==> src/rtl/e203_ifu_pcgen.sv <==
// e203_ifu_pcgen -- IFU fetch-PC generator and fetch-request sequencer.
//   Picks the next fetch address from one of three sources. In priority order these are the
//   EXU flush operands, the BPU predicted-taken operands, and the sequential +2/+4 increment.
//   Issues one fetch per instruction and passes live responses on to the IR. Responses that a
//   flush has made stale are dropped. The PC of the last issued fetch goes back to the BPU.
// Ports:
//   clk, rst                       clock, synchronous active-high reset
//   dec_i_valid/dec_is_rv32        decode handshake and instruction length
//   bpu_wait, prdt_*               BPU stall and predicted-target operands
//   pipe_flush_req/_add_op*/_ack   EXU redirect and its target operands, acked in the same cycle
//   halt_req/halt_ack              quiesce handshake
//   ifu_req_*                      fetch request to the ITCM/BIU
//   ifu_rsp_*                      fetch response from the ITCM/BIU
//   ir_ready, ifu_o_valid/_err     response delivery to the IR
//   pc                             PC of the last issued fetch
module e203_ifu_pcgen #(
  parameter int                  PC_SIZE    = 32,
  parameter logic [PC_SIZE-1:0]  RESET_PC   = 32'h8000_0000,
  parameter int                  OUTS_DEPTH = 2
) (
  input  logic               clk,
  input  logic               rst,
  input  logic               dec_i_valid,
  input  logic               dec_is_rv32,
  input  logic               bpu_wait,
  input  logic               prdt_taken,
  input  logic [PC_SIZE-1:0] prdt_pc_add_op1,
  input  logic [PC_SIZE-1:0] prdt_pc_add_op2,
  input  logic               pipe_flush_req,
  input  logic [PC_SIZE-1:0] pipe_flush_add_op1,
  input  logic [PC_SIZE-1:0] pipe_flush_add_op2,
  output logic               pipe_flush_ack,
  input  logic               halt_req,
  output logic               halt_ack,
  output logic               ifu_req_valid,
  input  logic               ifu_req_ready,
  output logic [PC_SIZE-1:0] ifu_req_pc,
  input  logic               ifu_rsp_valid,
  output logic               ifu_rsp_ready,
  input  logic               ifu_rsp_err,
  input  logic               ir_ready,
  output logic               ifu_o_valid,
  output logic               ifu_o_err,
  output logic [PC_SIZE-1:0] pc
);

  localparam logic [1:0] OUTS_MAX = 2'(OUTS_DEPTH);

  logic               pend_q, pend_d;
  logic [PC_SIZE-1:0] pend_pc_q, pend_pc_d;
  logic [PC_SIZE-1:0] pc_r_q, pc_r_d;
  logic [1:0]         outs_cnt_q, outs_cnt_d;
  logic [1:0]         drop_cnt_q, drop_cnt_d;
  logic               halt_ack_q, halt_ack_d;

  logic               dec_acc, outs_nz, drop, req_hs, rsp_hs;
  logic [PC_SIZE-1:0] add_a, add_b, add_sum, pc_nxt;

  always_comb begin
    dec_acc = dec_i_valid & ~bpu_wait & ~pipe_flush_req;
    outs_nz = (outs_cnt_q != 2'd0);
    drop    = (drop_cnt_q != 2'd0);

    // One shared adder, with the operands picked by priority.
    add_a = pc_r_q;
    add_b = dec_is_rv32 ? PC_SIZE'(4) : PC_SIZE'(2);
    if (pipe_flush_req) begin
      add_a = pipe_flush_add_op1;
      add_b = pipe_flush_add_op2;
    end else if (prdt_taken) begin
      add_a = prdt_pc_add_op1;
      add_b = prdt_pc_add_op2;
    end
    add_sum = add_a + add_b;
    pc_nxt  = {add_sum[PC_SIZE-1:1], 1'b0};

    ifu_req_valid  = ~rst & pend_q & ~halt_req & (outs_cnt_q < OUTS_MAX);
    ifu_req_pc     = rst ? RESET_PC : pend_pc_q;
    // Stale responses are drained even when the IR cannot take them.
    ifu_rsp_ready  = ~rst & outs_nz & (drop | ir_ready);
    ifu_o_valid    = ~rst & ifu_rsp_valid & outs_nz & ~drop;
    ifu_o_err      = ifu_rsp_err & ifu_o_valid;
    pipe_flush_ack = ~rst & pipe_flush_req;
    halt_ack       = ~rst & halt_ack_q;
    pc             = rst ? RESET_PC : pc_r_q;

    req_hs = ifu_req_valid & ifu_req_ready;
    rsp_hs = ifu_rsp_valid & ifu_rsp_ready;

    outs_cnt_d = outs_cnt_q + {1'b0, req_hs} - {1'b0, rsp_hs};

    // A flush makes every fetch still in flight stale. That includes a fetch whose request
    // handshakes in this same cycle, because it carries the old pend_pc.
    drop_cnt_d = drop_cnt_q;
    if (pipe_flush_req)     drop_cnt_d = outs_cnt_d;
    else if (rsp_hs & drop) drop_cnt_d = drop_cnt_q - 2'd1;

    // A flush that arrives before the owed fetch issues simply overwrites its address.
    pend_d    = pend_q;
    pend_pc_d = pend_pc_q;
    if (pipe_flush_req | dec_acc) begin
      pend_d    = 1'b1;
      pend_pc_d = pc_nxt;
    end else if (req_hs) begin
      pend_d    = 1'b0;
    end

    pc_r_d     = req_hs ? pend_pc_q : pc_r_q;
    halt_ack_d = halt_req & ~req_hs & ~outs_nz;
  end

  always_ff @(posedge clk) begin
    if (rst) begin
      pend_q     <= 1'b1;
      pend_pc_q  <= RESET_PC;
      pc_r_q     <= RESET_PC;
      outs_cnt_q <= 2'd0;
      drop_cnt_q <= 2'd0;
      halt_ack_q <= 1'b0;
    end else begin
      pend_q     <= pend_d;
      pend_pc_q  <= pend_pc_d;
      pc_r_q     <= pc_r_d;
      outs_cnt_q <= outs_cnt_d;
      drop_cnt_q <= drop_cnt_d;
      halt_ack_q <= halt_ack_d;
    end
  end

endmodule
==> config.mk <==
export PLATFORM = sky130hd
export DESIGN_NAME = e203_ifu_pcgen
export DESIGN_NICKNAME = d
export VERILOG_FILES = /design/src/rtl/e203_ifu_pcgen.sv
export SDC_FILE = /design/constraint.sdc
export NUM_CORES = 1
export LEC_CHECK = 0
export CORE_MARGIN = 2
export CORE_UTILIZATION = 60
export CTS_CLUSTER_SIZE = 8
export DETAILED_ROUTE_END_ITERATION = 8
export DONT_BUFFER_PORTS = 1
export PLACE_DENSITY = 0.8
export SETUP_SLACK_MARGIN = 0.2
export SYNTH_ARGS = -nofsm -noshare
export SYNTH_HDL_FRONTEND = slang
export SYNTH_SLANG_ARGS = --single-unit
==> constraint.sdc <==
create_clock -name clk -period 5.4 [get_ports clk]
set_clock_uncertainty 0.2 [all_clocks]
set_input_delay 0 -clock clk [delete_from_list [all_inputs] [get_ports clk]]
set_output_delay 0 -clock clk [all_outputs]
set_load 0.03 [all_outputs]
==> results of run 1 <==
metrics by stage:
step                      utilization  hold WS, ps  area [um2]  total power [mW]
after floorplan                     -        -78.3        5310              1.00
after global placement          0.613         -121        5290              1.04
after detailed placement        0.613         -117        5290              1.06
after CTS                       0.660         1.15        5700              1.58
after global routing            0.660         25.0        5700              1.66
final                           0.660         11.9        5700              1.58
where the power goes:
part	switching, mW	total, mW	internal [mW]	leakage (nW)
Sequential	0.0293	0.579	0.549	0.557
Clock	0.215	0.502	0.287	0.120
Combinational	0.296	0.500	0.204	1.77
state kept, by name (all words and copies together) (netlist names):
register,flops
halt_ack_q,1
pend_pc_q,31
outs_cnt_q,2
pend_q,1
pc_r_q,31
drop_cnt_q,2
worst paths after layout:
check                           slack [ps]             to                   start
worst max-delay path                  1360  drop_cnt_q[0]                     rst
worst min-delay path                    10  pend_pc_q[20]  pipe_flush_add_op2[20]
worst max register to register        1530  drop_cnt_q[0]           outs_cnt_q[1]
worst min register to register         260         pend_q                  pend_q
placed cells by master, fill, tap and decap left out, types with 6 or more instances in the layout:
cell type                       instances
sky130_fd_sc_hd__a211oi_1               7
sky130_fd_sc_hd__a22o_1                33
sky130_fd_sc_hd__a21oi_1               49
sky130_fd_sc_hd__nand2_1               85
sky130_fd_sc_hd__dfxtp_1               68
sky130_fd_sc_hd__nor2_1                25
sky130_fd_sc_hd__xnor2_1               19
sky130_fd_sc_hd__mux2_2                32
sky130_fd_sc_hd__clkbuf_8              11
sky130_fd_sc_hd__ha_1                  33
sky130_fd_sc_hd__nand3_1                6
sky130_fd_sc_hd__xor2_1                10
sky130_fd_sc_hd__o21bai_1               7
sky130_fd_sc_hd__mux2i_1               32
sky130_fd_sc_hd__dlygate4sd3_1         14
sky130_fd_sc_hd__nor2b_1               65
sky130_fd_sc_hd__inv_1                  7
sky130_fd_sc_hd__o21ai_0               46
sky130_fd_sc_hd__a21o_1                13
cell families (layout without fill, tap and decap cells):
kind of cell	Yosys count	after routing
AOI/OAI and AO/OA	183	183
xor gates and xnor gates	29	29
adders and majority gates	34	34
buffers and inverters	50	39
DFF	68	68
muxes	64	64
other	1	2
and+or+nand+nor	222	222
final cells by class:
type | count | area share
Multi-Input combinational cell | 534 | 0.661
Inverter | 7 | 0.00461
Clock buffer | 11 | 0.0266
Sequential cell | 68 | 0.239
Tap cell | 108 | 0.0237
Clock inverter | 5 | 0.0145
Timing Repair Buffer | 16 | 0.0308
worst max-delay path: cells and delay by family:
kind / cells / cell delay (ps)
AND/OR/NAND/NOR: 3 / 1580
buffers and inverters: 4 / 1470
adder cells (fa/ha/maj): 2 / 850
AO/OA/AOI/OAI: 1 / 150
per-layer routing:
layer,global-route usage,vias up,wire length [um]
met5,0,-,0
met4,0.121,0,335
met3,0.0472,34,823
met2,0.494,210,7000
met1,0.331,2225,5740
li1,-,2303,-
==> impl_metrics.csv, run 1 <==
group,metric,value,unit
sta,totalNegativeSetupSlack,0,ps
floorplan,std_cell_rows,34,
sta,postLayoutSetupSlackWorst,1360,ps
detailed_routing,drt_iter0_markers,231,
final_layout,fin_cells,749,
logic_synthesis,synth.ff_latch_count,68,
flow_run,max-cap-violations,0,
floorplan,core-area,0.00864,mm2
logic_synthesis,post_synth_and_or_nand_nor_area_fraction,0.213,
critical_path,worstPathMaxFanout,99,
logic_synthesis,ys_seq_area_frac,0.257,
critical_path,end_kind,"flip-flop",
floorplan,initial_utilization,0.614,
final_layout,n_fill_cell,704,
critical_path,criticalPathCategory,"input port to flip-flop",
floorplan,fp.dieH,98.0,um
logic_synthesis,synthesis.area_per_instance,8.15,um2
critical_path,timing.critical_path.from_type,"input port",
clock_tree,clock_tree.root_cell,"sky130_fd_sc_hd__clkbuf_8",
sta,setup_viol_count_final,0,
worst_hold_path,worstHoldPathCells,5,
grt,grt-ovfl-total,0,
logic_synthesis,netlist_instances,651,
placement,buffer_ports.inserted,0,
placement,dpl_worst_slack,1750,ps
clock_tree,htree_num_levels,3,
final_layout,layout.area.seq,0.00136,mm2
critical_path,crit_arrival,4080,ps
critical_path,reg2reg_depth,8,
clock_tree,worstSkewPairLatency,350,ps
sta,min_period_over_period,0.748,
critical_path,critical_path.cell_chain,"dlygate4sd3_1, buf_16, nor4b_2, nand2_2, ha_1, inv_1, ha_1, a21oi_1, nor2_1, dlygate4sd3_1",
sta,unrepaired_setup_endpoints_after_global_routing,"false",
logic_synthesis,mux_contribution_to_synthesized_area,0.128,
clock_tree,hold_fix_buffers_at_cts,15,
logic_synthesis,synth_cell_types,59,
logic_synthesis,netlist_top_cells_area,"sky130_fd_sc_hd__dfxtp_1 26%, sky130_fd_sc_hd__ha_1 7.8%, sky130_fd_sc_hd__nor2b_1 7.8%",
clock_tree,ctsResizeCount,0,
clock_tree,tritoncts,"done",
grt,first_global_vias,4802,
logic_synthesis,synth_common_cells,"86 x sky130_fd_sc_hd__nand2_1, 68 x sky130_fd_sc_hd__dfxtp_1, 66 x sky130_fd_sc_hd__nor2b_1",
detailed_routing,route.antenna.remaining_nets,0,
logic_synthesis,synth.cell_area,0.00530,mm2
final_layout,n_antenna_cell,0,
grt,grt_pass1_wl,22.2,mm
logic_synthesis,post_synthesis_compound_gate_area_fraction,0.234,
logic_synthesis,synth_xor_area_frac,0.0479,
detailed_routing,drt_wl_total,13.9,mm
clock_tree,cts_buffers,9,
floorplan,pin_count,210,
logic_synthesis,synth_top_area_share,0.257,
logic_synthesis,ys.flop_type,"sky130_fd_sc_hd__dfxtp_1",
power,power.ir.vdd_worst,0.142,mV
sta,timing.fmax,248,MHz
floorplan,die_x,98.0,um
grt,grt_use_total,0.279,
sta,report.final.hold_viol_count,0,
clock_tree,cts_buffer_depth,2,
final_layout,drive_gt1_frac,0.0998,
critical_path,slowest_delay,810,ps
logic_synthesis,synth-warning-count,0,
detailed_routing,num_vias,4772,
placement,place.detailed.instances,718,
critical_path,critPathRequiredTime,5440,ps
placement,hpwl,9.72,mm
detailed_routing,detail_route.wl_per_cell,18.5,um
detailed_routing,drt_first_pass_iters,5,
critical_path,crit_path_top_delay_cell,"sky130_fd_sc_hd__nor4b_2",
logic_synthesis,synth.most_common_cell,"sky130_fd_sc_hd__nand2_1",
power,p_per_area,278,mW/mm2
sta,slew_viol_final,0,
worst_hold_path,hold_crit_class,"input port to flip-flop",
power,power_leakage,2.45,nW
sta,timing.slew.headroom,0.131,
sta,timing.final.crit_period,4040,ps
floorplan,die_area,0.00961,mm2
clock_tree,postCtsSetupBuffers,0,
logic_synthesis,synthAdderAreaFrac,0.0816,
logic_synthesis,synth_area_leader_cell,"sky130_fd_sc_hd__dfxtp_1",
final_layout,design.final.nets,810,
final_layout,multi_input_comb_area,0.00376,mm2
sta,timing_worst_slew_pin_value,1300,ps
logic_synthesis,number_of_enable_type_register_cells_in_the_synthesized_netlist,0,
clock_tree,clkSlewWorstSetupHoldPaths,80,ps
final_layout,syn2layout_area_growth,7.41,%
placement,gpl.final_weighted_congestion,0.861,
grt,grt_antenna_before_repair,0,
logic_synthesis,synth_top_family_by_area,"compound AO/OA/AOI/OAI gates",
clock_tree,clock-sinks,68,
detailed_routing,detail_route.drc_violations,0,
logic_synthesis,synthArstFlopShare,0,
grt,maximum_number_of_pins_on_one_net_before_global_route_repair,100,
detailed_routing,avgViaCountPerCell,6.37,
run_status,outcome,"finished, final reports clean",
Power figures use the tool's default switching activity.
==> run 2, diff against run 1 <==
CORE_UTILIZATION = 59   (was 60)
PLACE_DENSITY = 0.82   (was 0.8)
clock period = 3.47 ns   (was 5.4 ns; I/O delays follow)
==> impl_metrics.csv, run 2 (synthesized netlist as in run 1, its figures left out) <==
group,metric,value,unit
run_status,outcome,"finished, final reports clean",
sta,slew_viol_final,0,
critical_path,reg2reg_setup_slack,430,ps
clock_tree,clock_tree.root_cell,"sky130_fd_sc_hd__clkbuf_8",
clock_tree,cts_buffer_depth,2,
sta,unrepaired_setup_endpoints_after_global_routing,"false",
grt,grt_pass1_wl,22.4,mm
detailed_routing,detail_route.drc_violations,0,
critical_path,worstPathMaxFanout,6,
critical_path,ff_to_ff_start,"pc_r_q[1]",
clock_tree,htree_num_levels,3,
detailed_routing,drt_first_pass_iters,5,
sta,timing.final.crit_period,3040,ps
clock_tree,tritoncts,"done",
critical_path,crit_path_top_delay_cell,"sky130_fd_sc_hd__fa_1",
clock_tree,worstSkewPairLatency,350,ps
power,power_leakage,2.47,nW
detailed_routing,route.antenna.remaining_nets,0,
critical_path,crit_arrival,3080,ps
critical_path,critPathRequiredTime,3510,ps
power,power.ir.vdd_worst,0.221,mV
grt,grt_antenna_before_repair,0,
placement,hpwl,10.1,mm
worst_hold_path,hold_crit_class,"input port to flip-flop",
clock_tree,clkSlewWorstSetupHoldPaths,70,ps
critical_path,slowest_delay,490,ps
power,p_comb_frac,0.323,
power,sequential_share_of_power,0.370,
placement,dpl_worst_slack,-90.5,ps
final_layout,largestRegisters,"pc_r_q: 31 flops, pend_pc_q: 31 flops",
power,p_int,1.62,mW
sta,postLayoutSetupSlackWorst,430,ps
critical_path,criticalPathCategory,"flip-flop to flip-flop",
critical_path,critical_path.endpoint,"pend_pc_q[30]",
sta,timing_worst_slew_pin_value,901,ps
critical_path,path_buf_inv,0,
grt,maximum_number_of_pins_on_one_net_before_global_route_repair,100,
floorplan,fp.dieH,98.8,um
placement,detailed_place.area,0.00532,mm2
final_layout,n_fill_cell,697,
final_layout,multi_input_comb_area,0.00377,mm2
critical_path,critical_path_cell_count,11,
grt,first_global_vias,4725,
floorplan,die_x,98.8,um
power,switchingPower,823,uW
power,power.clock.fraction,0.307,
worst_hold_path,worstHoldPathCells,5,
critical_path,reg_to_reg_endpoint,"pend_pc_q[30]",
final_layout,design.final.nets,813,
final_layout,layout_commonest_cell,"sky130_fd_sc_hd__nand2_1",
placement,place.detailed.instances,721,
flow_run,max-cap-violations,0,
power,p_sw_frac,0.337,
final_layout,drive_gt1_frac,0.103,
critical_path,end_kind,"flip-flop",
power,p_per_area,427,mW/mm2
final_layout,syn2layout_area_growth,7.79,%
final_layout,layout.cells.most_common_list,"85 x sky130_fd_sc_hd__nand2_1, 68 x sky130_fd_sc_hd__dfxtp_1, 65 x sky130_fd_sc_hd__nor2b_1, 49 x sky130_fd_sc_hd__a21oi_1, 46 x sky130_fd_sc_hd__o21ai_0",
detailed_routing,avgViaCountPerCell,6.37,
sta,setup_viol_count_final,0,
critical_path,timing.critical_path.from_type,"flip-flop",
clock_tree,clock-sinks,68,
critical_path,critical_path.cell_chain,"mux2i_1, o21ai_0, fa_1, a21o_1, a221oi_4, o22ai_2, nor2_4, o221ai_2, o31ai_2, xnor2_1, a22o_1",
critical_path,reg2reg_depth,11,
final_layout,final_design_area_no_fill,0.00572,mm2
detailed_routing,drt_wl_total,14.1,mm
grt,grt_use_total,0.278,
placement,buffer_ports.inserted,0,
final_layout,n_antenna_cell,0,
floorplan,core-area,0.00872,mm2
detailed_routing,drt_iter0_markers,176,
floorplan,initial_utilization,0.608,
grt,grt-ovfl-total,0,
sta,totalNegativeSetupSlack,0,ps
final_layout,layout.area.seq,0.00136,mm2
floorplan,std_cell_rows,34,
placement,gpl.final_weighted_congestion,0.973,
sta,timing.fmax,329,MHz
sta,min_period_over_period,0.876,
critical_path,cp-startpoint,"pc_r_q[1]",
floorplan,pin_count,210,
floorplan,die_area,0.00976,mm2
detailed_routing,num_vias,4781,
clock_tree,cts_buffers,9,
sta,timing.slew.headroom,0.397,
sta,report.final.hold_viol_count,0,
final_layout,utilization,0.655,
final_layout,fin_cells,751,
detailed_routing,detail_route.wl_per_cell,18.8,um
critical_path,cell_class_contributing_the_biggest_share_of_worst_path_delay,"compound AO/OA/AOI/OAI gates",
==> run 2: final cells by class <==
cell class              count  share of cell area
multi-input cells         534               0.659
flip-flops and latches     68               0.238
repair buffers             19              0.0350
clock buffers              11              0.0265
well taps                 108              0.0236
clock inverters             4              0.0127
inverters                   7             0.00460
==> run 2: power groups by stage <==
stage	Sequential [mW]	Combinational, mW	Clock [mW]
after floorplan	0.900	0.657	0
after global placement	0.915	0.714	0
after detailed placement	0.918	0.733	0
after CTS	0.901	0.781	0.759
after global routing	0.911	0.865	0.788
final	0.903	0.788	0.750
==> run 2: routing by layer <==
layer / up-vias / global-route usage / share of wire
li1: 2307 / - / -
met1: 2228 / 0.340 / 0.40
met2: 232 / 0.493 / 0.51
met3: 14 / 0.0596 / 0.074
met4: 0 / 0.0759 / 0.014
met5: - / 0 / 0
==> run 2: worst register-to-register path, cell delays in order, from the launching register on <==
cell and delay [ps]:
sky130_fd_sc_hd__dfxtp_1 310, sky130_fd_sc_hd__mux2i_1 120, sky130_fd_sc_hd__o21ai_0 160, sky130_fd_sc_hd__fa_1 490, sky130_fd_sc_hd__a21o_1 240, sky130_fd_sc_hd__a221oi_4 360, sky130_fd_sc_hd__o22ai_2 150, sky130_fd_sc_hd__nor2_4 210
sky130_fd_sc_hd__o221ai_2 170, sky130_fd_sc_hd__o31ai_2 240, sky130_fd_sc_hd__xnor2_1 90, sky130_fd_sc_hd__a22o_1 200
==> run 2: through the flow <==
step / total power [mW] / hold slack, ps
5_1_grt: 2.56 / 15.6
2_1_floorplan: 1.56 / -126
3_3_place_gp: 1.63 / -120
3_5_place_dp: 1.65 / -119
4_1_cts: 2.44 / 0.928
6_report: 2.44 / 13.1
==> run 2: repair_timing <==
action	4_1_cts	5_1_grt
hold endpoints to repair	132	0
resized for setup	0	2
hold buffers	15	0
endpoints found under the setup margin	0	10
setup buffers	0	0
==> run 2: how the worst min path moves through the flow <==
stage | startpoint | endpoint | slack, ps
2_1_floorplan | halt_req | ifu_req_valid | -130
3_3_place_gp | rst | pend_pc_q[3] | -120
3_5_place_dp | rst | pend_pc_q[2] | -120
4_1_cts | prdt_pc_add_op2[9] | pend_pc_q[9] | 0.9
5_1_grt | pipe_flush_req | pipe_flush_ack | 20
6_report | pipe_flush_add_op2[8] | pend_pc_q[8] | 10
